--- config.mk ---
export PLATFORM = sky130hd
export DESIGN_NAME = eth10base_t_rx
export DESIGN_NICKNAME = d
export VERILOG_FILES = /design/src/rtl/eth10_pkg.sv /design/src/rtl/eth10base_t_rx_manch_dec.sv /design/src/rtl/eth10base_t_rx.sv
export SDC_FILE = /design/constraint.sdc
export NUM_CORES = 1
export LEC_CHECK = 0
export ABC_AREA = 1
export BUFFER_PORTS_ARGS = -buffer_cell sky130_fd_sc_hd__buf_2
export CAP_MARGIN = 20
export CORE_MARGIN = 1
export CORE_UTILIZATION = 63
export CTS_BUF_LIST = sky130_fd_sc_hd__clkbuf_8
export DETAILED_ROUTE_END_ITERATION = 12
export PLACE_DENSITY_LB_ADDON = 0.12
export SLEW_MARGIN = 5
export SYNTH_ARGS = -nofsm -noshare
export SYNTH_HDL_FRONTEND = slang
export SYNTH_HIERARCHICAL = 1
export SYNTH_SLANG_ARGS = --single-unit
--- constraint.sdc ---
create_clock -name clk -period 4.2 [get_ports clk]
set_input_delay 0.84 -clock clk [delete_from_list [all_inputs] [get_ports clk]]
set_output_delay 0.84 -clock clk [all_outputs]
set_load 0.01 [all_outputs]
--- src/rtl/eth10_pkg.sv ---
// Shared types and derived constants for the 10BASE-T receive path.
package eth10_pkg;

  typedef enum logic [1:0] {
    ST_IDLE = 2'd0,
    ST_PRE  = 2'd1,
    ST_DATA = 2'd2
  } state_e;

  // Last two bits of the SFD; the preamble alternates, so "11" marks frame start.
  localparam logic [1:0] SFD_LAST2 = 2'b11;

  function automatic int mid_min(input int clk_per_bit);
    return (3 * clk_per_bit) / 4;
  endfunction

  function automatic int idle_tmo(input int clk_per_bit);
    return (3 * clk_per_bit) / 2;
  endfunction

  function automatic int timer_w(input int link_tmo);
    return $clog2(link_tmo + 1);
  endfunction

endpackage

--- src/rtl/eth10base_t_rx_manch_dec.sv ---
// Manchester decoder: synchronizes the line, classifies transitions as
// mid-bit or bit-boundary by spacing, and flags line silence.
module manch_dec
  import eth10_pkg::*;
#(
  parameter int CLK_PER_BIT = 8
) (
  input  logic clk,
  input  logic rst_n,
  input  logic rx_i,
  input  logic idle_i,
  output logic bit_valid_o,
  output logic bit_val_o,
  output logic idle_tmo_o
);

  localparam int MID_MIN  = mid_min(CLK_PER_BIT);
  localparam int IDLE_TMO = idle_tmo(CLK_PER_BIT);
  localparam int CW       = $clog2(IDLE_TMO + 1);
  localparam logic [CW-1:0] MID_C  = CW'(MID_MIN);
  localparam logic [CW-1:0] IDLE_C = CW'(IDLE_TMO);

  logic          rx_meta_q, rx_sync_q, rx_prev_q;
  logic [CW-1:0] cnt_q, cnt_d;
  logic          bit_valid_q, bit_valid_d;
  logic          bit_val_q, bit_val_d;
  logic          idle_tmo_q, idle_tmo_d;
  logic          edge_s, accept_s;

  // NOTE: every signal driven here gets a default before any branch, so no
  // path leaves it unassigned and no latch is inferred.
  always_comb begin
    edge_s      = rx_sync_q ^ rx_prev_q;
    accept_s    = edge_s && (idle_i || (cnt_q >= MID_C));
    bit_valid_d = accept_s;
    bit_val_d   = rx_sync_q;
    idle_tmo_d  = 1'b0;
    cnt_d       = cnt_q;
    if (accept_s) begin
      // Loaded with 1 so that cnt_q equals the clock spacing at the next edge.
      cnt_d = CW'(1);
    end else if (cnt_q != IDLE_C) begin
      cnt_d      = cnt_q + 1'b1;
      idle_tmo_d = (cnt_d == IDLE_C);
    end
  end

  // NOTE: sequential state uses non-blocking assignments so all registers
  // update together on the edge, independent of statement order.
  always_ff @(posedge clk) begin
    if (!rst_n) begin
      rx_meta_q   <= 1'b0;
      rx_sync_q   <= 1'b0;
      rx_prev_q   <= 1'b0;
      cnt_q       <= '0;
      bit_valid_q <= 1'b0;
      bit_val_q   <= 1'b0;
      idle_tmo_q  <= 1'b0;
    end else begin
      rx_meta_q   <= rx_i;
      rx_sync_q   <= rx_meta_q;
      rx_prev_q   <= rx_sync_q;
      cnt_q       <= cnt_d;
      bit_valid_q <= bit_valid_d;
      bit_val_q   <= bit_val_d;
      idle_tmo_q  <= idle_tmo_d;
    end
  end

  assign bit_valid_o = bit_valid_q;
  assign bit_val_o   = bit_val_q;
  assign idle_tmo_o  = idle_tmo_q;

endmodule

--- src/rtl/eth10base_t_rx.sv ---
// 10BASE-T receiver top: preamble/SFD hunt, byte assembly, end-of-frame
// reporting, NLP-based link integrity and the activity LED.
module eth10base_t_rx
  import eth10_pkg::*;
#(
  parameter int CLK_PER_BIT = 8,
  parameter int LINK_TMO    = 12_000_000
) (
  input  logic       clk,
  input  logic       rst_n,
  input  logic       Rx,
  output logic [7:0] rx_data,
  output logic       rx_valid,
  output logic       rx_sof,
  output logic       rx_eof,
  output logic       rx_err,
  output logic       link_ok,
  output logic       Led_Rx
);

  localparam int TW = timer_w(LINK_TMO);
  localparam logic [TW-1:0] LINK_TMO_C = TW'(LINK_TMO);

  logic bit_valid, bit_val, idle_tmo;

  state_e        state_q, state_d;
  logic [2:0]    bitcnt_q, bitcnt_d;
  logic [7:0]    shift_q, shift_d;
  logic          prev_bit_q, prev_bit_d;
  logic [1:0]    pre_bits_q, pre_bits_d;
  logic          sof_pend_q, sof_pend_d;
  logic [7:0]    rx_data_q, rx_data_d;
  logic          rx_valid_q, rx_valid_d;
  logic          rx_sof_q, rx_sof_d;
  logic          rx_eof_q, rx_eof_d;
  logic          rx_err_q, rx_err_d;
  logic          link_ok_q, link_ok_d;
  logic [TW-1:0] timer_q, timer_d;
  logic          led_q, led_d;
  logic          nlp_s, reload_s;

  manch_dec #(.CLK_PER_BIT(CLK_PER_BIT)) u_dec (
    .clk        (clk),
    .rst_n      (rst_n),
    .rx_i       (Rx),
    .idle_i     (state_q == ST_IDLE),
    .bit_valid_o(bit_valid),
    .bit_val_o  (bit_val),
    .idle_tmo_o (idle_tmo)
  );

  always_comb begin
    state_d    = state_q;
    bitcnt_d   = bitcnt_q;
    shift_d    = shift_q;
    prev_bit_d = prev_bit_q;
    pre_bits_d = pre_bits_q;
    sof_pend_d = sof_pend_q;
    rx_data_d  = rx_data_q;
    rx_valid_d = 1'b0;
    rx_sof_d   = 1'b0;
    rx_eof_d   = 1'b0;
    rx_err_d   = 1'b0;
    nlp_s      = 1'b0;

    unique case (state_q)
      ST_IDLE: begin
        if (bit_valid) begin
          state_d    = ST_PRE;
          prev_bit_d = bit_val;
          pre_bits_d = 2'd0;
        end
      end
      ST_PRE: begin
        if (idle_tmo) begin
          state_d = ST_IDLE;
          // A lone pulse decodes as its rising bit plus at most one more.
          nlp_s   = (pre_bits_q < 2'd2);
        end else if (bit_valid) begin
          prev_bit_d = bit_val;
          if (pre_bits_q != 2'd2) pre_bits_d = pre_bits_q + 1'b1;
          if ({prev_bit_q, bit_val} == SFD_LAST2) begin
            state_d    = ST_DATA;
            bitcnt_d   = 3'd0;
            sof_pend_d = 1'b1;
          end
        end
      end
      ST_DATA: begin
        if (idle_tmo) begin
          state_d  = ST_IDLE;
          rx_eof_d = 1'b1;
          rx_err_d = (bitcnt_q != 3'd0);
        end else if (bit_valid) begin
          shift_d  = {bit_val, shift_q[7:1]};
          bitcnt_d = bitcnt_q + 1'b1;
          if (bitcnt_q == 3'd7) begin
            rx_data_d  = shift_d;
            rx_valid_d = 1'b1;
            rx_sof_d   = sof_pend_q;
            sof_pend_d = 1'b0;
          end
        end
      end
      default: state_d = ST_IDLE;
    endcase

    led_d     = (state_d != ST_DATA);
    reload_s  = nlp_s || (rx_eof_d && !rx_err_d);
    timer_d   = timer_q;
    link_ok_d = link_ok_q;
    // Reload takes priority so a coincident expiry cannot drop the link.
    if (reload_s) begin
      timer_d   = '0;
      link_ok_d = 1'b1;
    end else if (timer_q != LINK_TMO_C) begin
      timer_d = timer_q + 1'b1;
      if (timer_d == LINK_TMO_C) link_ok_d = 1'b0;
    end
  end

  // NOTE: all control and datapath registers are reset explicitly, so a
  // reset mid-frame discards the partial byte and suppresses any end-of-frame.
  always_ff @(posedge clk) begin
    if (!rst_n) begin
      state_q    <= ST_IDLE;
      bitcnt_q   <= 3'd0;
      shift_q    <= 8'd0;
      prev_bit_q <= 1'b0;
      pre_bits_q <= 2'd0;
      sof_pend_q <= 1'b0;
      rx_data_q  <= 8'd0;
      rx_valid_q <= 1'b0;
      rx_sof_q   <= 1'b0;
      rx_eof_q   <= 1'b0;
      rx_err_q   <= 1'b0;
      link_ok_q  <= 1'b0;
      timer_q    <= '0;
      led_q      <= 1'b1;
    end else begin
      state_q    <= state_d;
      bitcnt_q   <= bitcnt_d;
      shift_q    <= shift_d;
      prev_bit_q <= prev_bit_d;
      pre_bits_q <= pre_bits_d;
      sof_pend_q <= sof_pend_d;
      rx_data_q  <= rx_data_d;
      rx_valid_q <= rx_valid_d;
      rx_sof_q   <= rx_sof_d;
      rx_eof_q   <= rx_eof_d;
      rx_err_q   <= rx_err_d;
      link_ok_q  <= link_ok_d;
      timer_q    <= timer_d;
      led_q      <= led_d;
    end
  end

  assign rx_data  = rx_data_q;
  assign rx_valid = rx_valid_q;
  assign rx_sof   = rx_sof_q;
  assign rx_eof   = rx_eof_q;
  assign rx_err   = rx_err_q;
  assign link_ok  = link_ok_q;
  assign Led_Rx   = led_q;

endmodule

==> impl_metrics.toml, run 1 <==
[worst_setup_path]
worst-endpoint-required_ns = 4.46
critPathCaptureType = "flop"
setup.worst_path.class = "in2reg"
worstPathMaxFanout = 25
arrival_ns = 2.32
worst_setup_path_start_kind = "input port"
worst_r2r_src = "timer_q[0]"
source_of_the_critical_timing_path = "rst_n"

[status]
outcome = "complete, no violations"

[job]
timing.max_cap.violations = 0

[power_and_ir_drop]
vdd_drop_max_uv = 343
power_per_cell_area_nw_per_um2 = 341
power.total_mw = 1.17
cellLeakagePower_nw = 1.53

[clock_network]
cts-hold-fix-buffers = 0
clock-sinks = 63
cts_tree = "built"
postCtsResizedCells = 0
cts-buffers-inserted = 9
clkLatencyLatePin_ns = 0.34
clock_tree.buffer_depth = 2
cts.repair_timing.setup_buffer_count = 0
cts.reportedPaths.clkPinSlew_ns = 0.07
ctsRootBufferMaster = "sky130_fd_sc_hd__clkbuf_8"
htree_num_levels = 3

[timing]
layout_min_cycle_time_ns = 2.06
max-slew-margin-rel_pct = 56.9
totalNegativeSetupSlack_ns = 0
drv_slew = 0
tightest_slew_ns = 0.646
finClkSkew_ns = 0.00837
setup_repair_after_global_routing_missed_its_margin = "no"
timing.final.hold_violations = 0
finalSetupViolCount = 0
final_min_period_over_clock_period_pct = 49.0
clock.fmax_mhz = 486

[synthesis]
synth_cell_types = 30
postSynthAreaPerCell_um2 = 7.02
syn_nets = 454
post_synthesis_cell_count = 441
mappedNetlistArea_um2 = 3100
postSynth.topFlopCell = "sky130_fd_sc_hd__dfxtp_1"
async_reset_ff_share_pct = 0
synth_enable_flop_cells = 0
synth.yosys.seq_area_share_pct = 40.7
yosys_register_bits = 63
yosys_warnings = 6

[drt]
drt_drc_violations_left = 0
drt_first_iter_violations = 224
drt_pass1_iterations = 4
avgViaCountPerCell = 5.07
antenna_violating_nets_post_route = 0
vias = 2710
avgRoutedWirePerCell_um = 11.5
detail_route.wirelength_um = 6140

[global_route]
grt_use_total_pct = 25.8
largest_net_degree_at_the_start_of_global_routing = 26
grt_first_pass_wirelength_um = 10300
grt_pass1_vias = 2413
grt_overflow_total = 0
initial_antenna_violation_count = 0

[floorplan]
die_height_um = 72.1
floorplan.die.width_um = 72.1
top_level_ports = 17
die_area_um2 = 5200
core_region_area_um2 = 4720
start_util_pct = 65.6
rows = 25

[worst_hold_path]
min_from = "u_dec/rx_meta_q"
hold_class = "reg2reg"

[placed_design]
place.port_buffers = 16
routabilityCongestion = 0.892
placedInstanceArea_um2 = 3240
place.detailed.hpwl_um = 4530

[final_layout]
antenna_diode_count = 0
post_route_cells_drive_above_1_share_pct = 11.1
areaGrowthSynthToFinish_pct = 10.7
number_of_filler_cells_placed_in_the_layout = 381
post-route-cell-area_um2 = 3430
final_core_util_pct = 72.6
layout.nets = 476
[through the flow]
| step | hold slack [ns] | setup WS, ns | std cells |
|---|---|---|---|
| after floorplan | 0.390 | 2.46 | 441 |
| after global placement | 0.408 | 1.89 | 519 |
| after detailed placement | 0.416 | 1.82 | 519 |
| after CTS | 0.433 | 2.16 | 535 |
| after global routing | 0.452 | 1.99 | 535 |
| final | 0.424 | 2.14 | 535 |
[power by group]
group          switching (mW)  total (mW)  leakage [nW]  internal (mW)
clock network           0.225       0.508         0.108          0.283
registers              0.0111       0.617         0.509          0.606
logic                  0.0292      0.0449         0.913         0.0156
[cells by family (layout without fill, tap and decap cells)]
family,after synthesis,after routing,share of synthesized area (%)
fa+ha+maj,10,10,4.04
simple gates,239,239,34.9
buf+inv,73,100,8.93
xor+xnor,12,12,3.39
compound gates,44,44,8.00
flops,63,63,40.7
[synthesized netlist by cell type, types with 5 or more instances]
cell type,count,area (µm²)
sky130_fd_sc_hd__a211oi_1,5,37.5
sky130_fd_sc_hd__nand2_1,90,338
sky130_fd_sc_hd__nor2_1,83,312
sky130_fd_sc_hd__dfxtp_1,63,1260
sky130_fd_sc_hd__xor2_1,11,96.3
sky130_fd_sc_hd__inv_1,65,244
sky130_fd_sc_hd__nand3_1,32,160
sky130_fd_sc_hd__o21ai_0,15,75.1
sky130_fd_sc_hd__nor2_4,10,113
sky130_fd_sc_hd__nand4_1,7,43.8
sky130_fd_sc_hd__ha_1,10,125
sky130_fd_sc_hd__a21oi_1,15,75.1
[state kept, by name (all words and copies together) (netlist names), 2 cells and up]
name / count
timer_q: 24
pre_bits_q: 2
state_q: 2
rx_data: 8
u_dec/cnt_q: 4
bitcnt_q: 3
shift_q: 7
[final cells by class]
cell class / instances / area, µm² / area share [%]
Inverter: 68 / 255 / 7.44
Clock inverter: 6 / 52.6 / 1.53
Sequential cell: 63 / 1260 / 36.8
Multi-Input combinational cell: 305 / 1560 / 45.5
Tap cell: 67 / 83.8 / 2.44
Clock buffer: 10 / 138 / 4.01
Timing Repair Buffer: 16 / 80.1 / 2.33
[cell usage in the layout, fill, tap and decap left out, drive strengths merged, types with 10 or more instances in the layout]
cell,n
xor2,11
o21ai,18
buf,16
nor2,95
ha,10
inv,70
dfxtp,63
clkbuf,10
nand2,95
a21oi,16
nand3,33
[worst max-delay path, stage by stage]
cell and delay, ns:
sky130_fd_sc_hd__buf_2 0.33, sky130_fd_sc_hd__inv_1 0.30, sky130_fd_sc_hd__nor2_1 0.27, sky130_fd_sc_hd__inv_1 0.34
sky130_fd_sc_hd__a21oi_1 0.23
[per-layer routing]
metal	vias up	GRT usage (%)	routed length (µm)
met5	-	0	0
met4	0	11.5	59
met3	8	5.42	284
met2	54	44.8	3060
met1	1219	30.6	2740
li1	1429	-	-
[final timing paths]
path | end | slack [ns] | cells after the start
worst max-delay path | timer_q[9] | 2.14 | 5
worst min register to register | u_dec/bit_val_d | 0.42 | 2
worst min-delay path | u_dec/bit_val_d | 0.42 | 2
worst max register to register | link_ok | 2.24 | 14
No activity file was read; power rests on OpenSTA's default activity.
==> run 2, diff against run 1 <==
Settings changed: CORE_UTILIZATION 63 to 57.
Clock period 4.2 ns to 1.7 ns, I/O delays scaled along.
==> run 2 against run 1 <==
Routed wire length increased by 10%. Critical path type is now reg2reg. Global-route usage shrank 0.20 points. Clock skew down 0.0018 ns. The flow now finishes with violations (negative setup slack). Combinational power rose to 3.2 times the previous value. Highest routed layer unchanged. Sequential share of layout area down 2.0 points. Flip-flop and latch count is the same. Final area is 6.4% higher.
==> impl_metrics.toml, run 2 (synthesized netlist as in run 1, its figures left out) <==
[status]
outcome = "finished, violations left"
violations_in_the_final_reports = "negative setup slack"

[final_layout]
antenna_diode_count = 0
final_cell_count_no_fill = 558
areaGrowthSynthToFinish_pct = 17.8
layout.area.seq_um2 = 1270
number_of_filler_cells_placed_in_the_layout = 429
mostFrequentLayoutCell = "sky130_fd_sc_hd__nand2_1"
multiInputGateArea_um2 = 1610
regMostFlops = "timer_q"
largest_register_ffs = 24
post-route-cell-area_um2 = 3650
most-common-layout-cells = "88 x sky130_fd_sc_hd__nand2_1, 81 x sky130_fd_sc_hd__nor2_1, 67 x sky130_fd_sc_hd__inv_1"
layout.nets = 496
final_core_util_pct = 70.5
post_route_cells_drive_above_1_share_pct = 17.6

[power_and_ir_drop]
cellLeakagePower_nw = 1.65
power.total_mw = 2.83
vdd_drop_max_uv = 636
power_per_cell_area_nw_per_um2 = 776

[worst_hold_path]
hold_class = "in2reg"

[drt]
vias = 2810
detail_route.wirelength_um = 6760
avgRoutedWirePerCell_um = 12.1
antenna_violating_nets_post_route = 0
drt_first_iter_violations = 165
drt_pass1_iterations = 4
drt_drc_violations_left = 0
avgViaCountPerCell = 5.04

[placed_design]
place.detailed.hpwl_um = 4940
post-place-ws_ns = -0.0171
routabilityCongestion = 0.895
place.port_buffers = 16
placedInstanceArea_um2 = 3400
placed_cells_incl_taps = 541

[worst_setup_path]
worst_setup_path_start_kind = "flop"
slowest_stage = "sky130_fd_sc_hd__dfxtp_2"
critical-path-top-cell-by-count = "sky130_fd_sc_hd__nand2_1"
crit_end = "link_ok"
critPathCaptureType = "flop"
source_of_the_critical_timing_path = "timer_q[1]"
setup.worst_path.class = "reg2reg"
arrival_ns = 1.94
worst_r2r_src = "timer_q[1]"
worstReg2RegEnd = "link_ok"
worstRegToRegCells = 12
worstPathMaxFanout = 5
timing.critical_path.slowest_cell_delay_ns = 0.36
reg2reg_slack_ns = -0.003
worst-endpoint-required_ns = 1.93
path_cells = "buf_4 > nand2_2 > nor2_4 > nand2_4 > xor2_2 > nand3_1 > nor2_1 > nand2_1 > nor2_1 > nand2_1 > nand2_1 > a21oi_2"

[clock_network]
cts-hold-fix-buffers = 0
clock-sinks = 63
cts.reportedPaths.clkPinSlew_ns = 0.07
cts-buffers-inserted = 9
cts_tree = "built"
clock_tree.buffer_depth = 2
ctsRootBufferMaster = "sky130_fd_sc_hd__clkbuf_8"
clkLatencyLatePin_ns = 0.35
htree_num_levels = 3

[timing]
postLayoutSetupSlackWorst_ns = -0.00263
fin_worst_hold_slack_ns = 0.181
finalSetupViolCount = 1
setup_repair_after_global_routing_missed_its_margin = "yes"
tightest_slew_ns = 0.308
final_min_period_over_clock_period_pct = 100
totalNegativeSetupSlack_ns = -0.00263
clock.fmax_mhz = 587
finClkSkew_ns = 0.00656
max-slew-margin-rel_pct = 79.4
timing.final.hold_violations = 0
drv_slew = 0
layout_min_cycle_time_ns = 1.70

[floorplan]
die_area_um2 = 5730
rows = 26
floorplan.die.width_um = 75.7
die_height_um = 75.7
core_region_area_um2 = 5170
top_level_ports = 17
start_util_pct = 59.9

[global_route]
grt_overflow_total = 0
grt_use_total_pct = 25.6
largest_net_degree_at_the_start_of_global_routing = 25
grt_first_pass_wirelength_um = 10700
grt_pass1_vias = 2549
initial_antenna_violation_count = 0

[job]
timing.max_cap.violations = 0
==> run 2: final cells by class <==
type,instances,area share [%]
clock buffers,11,4.15
clock inverters,5,0.686
inverters,68,7.06
multi-input cells,305,44.2
flip-flops and latches,63,34.8
well taps,70,2.40
repair buffers,36,6.65
==> run 2: power breakdown <==
| group | switching (mW) | internal (mW) | leakage [nW] |
|---|---|---|---|
| combinational | 0.0835 | 0.0617 | 1.05 |
| clock | 0.573 | 0.593 | 0.0977 |
| sequential | 0.0233 | 1.50 | 0.512 |
==> run 2: worst min-delay path by stage <==
stage	from	endpoint	cells after the start
finish	Rx	u_dec/rx_meta_q	3
global route	Rx	u_dec/rx_meta_q	3
CTS	Rx	u_dec/rx_meta_q	3
detailed placement	u_dec/rx_meta_q	u_dec/bit_val_d	2
global placement	u_dec/rx_meta_q	u_dec/bit_val_d	2
floorplan	u_dec/rx_meta_q	u_dec/bit_val_d	2
==> run 2: metal layers <==
layer  vias up  track usage (%)  share of wire [%]  wire [µm]
met5         -                0                  0          0
met4         0             14.8                2.4        163
met3        14             4.37                3.7        253
met2        56             44.8                 50       3350
met1      1275             29.4                 44       2990
li1       1465                -                  -          -
==> run 2: critical path, delay by kind of cell (launching register included) <==
kind,cells,cell delay [ns]
buf+inv,1,0.12
compound gates,1,0.05
simple gates,9,0.88
xor+xnor,1,0.18
flops,1,0.36
==> run 2: repair_timing <==
item | in CTS | in global routing
setup buffers | 0 | 1
pin swaps | 1 | 9
hold endpoints to repair | 0 | 0
setup endpoints to repair | 1 | 22
gates resized for setup | 5 | 15
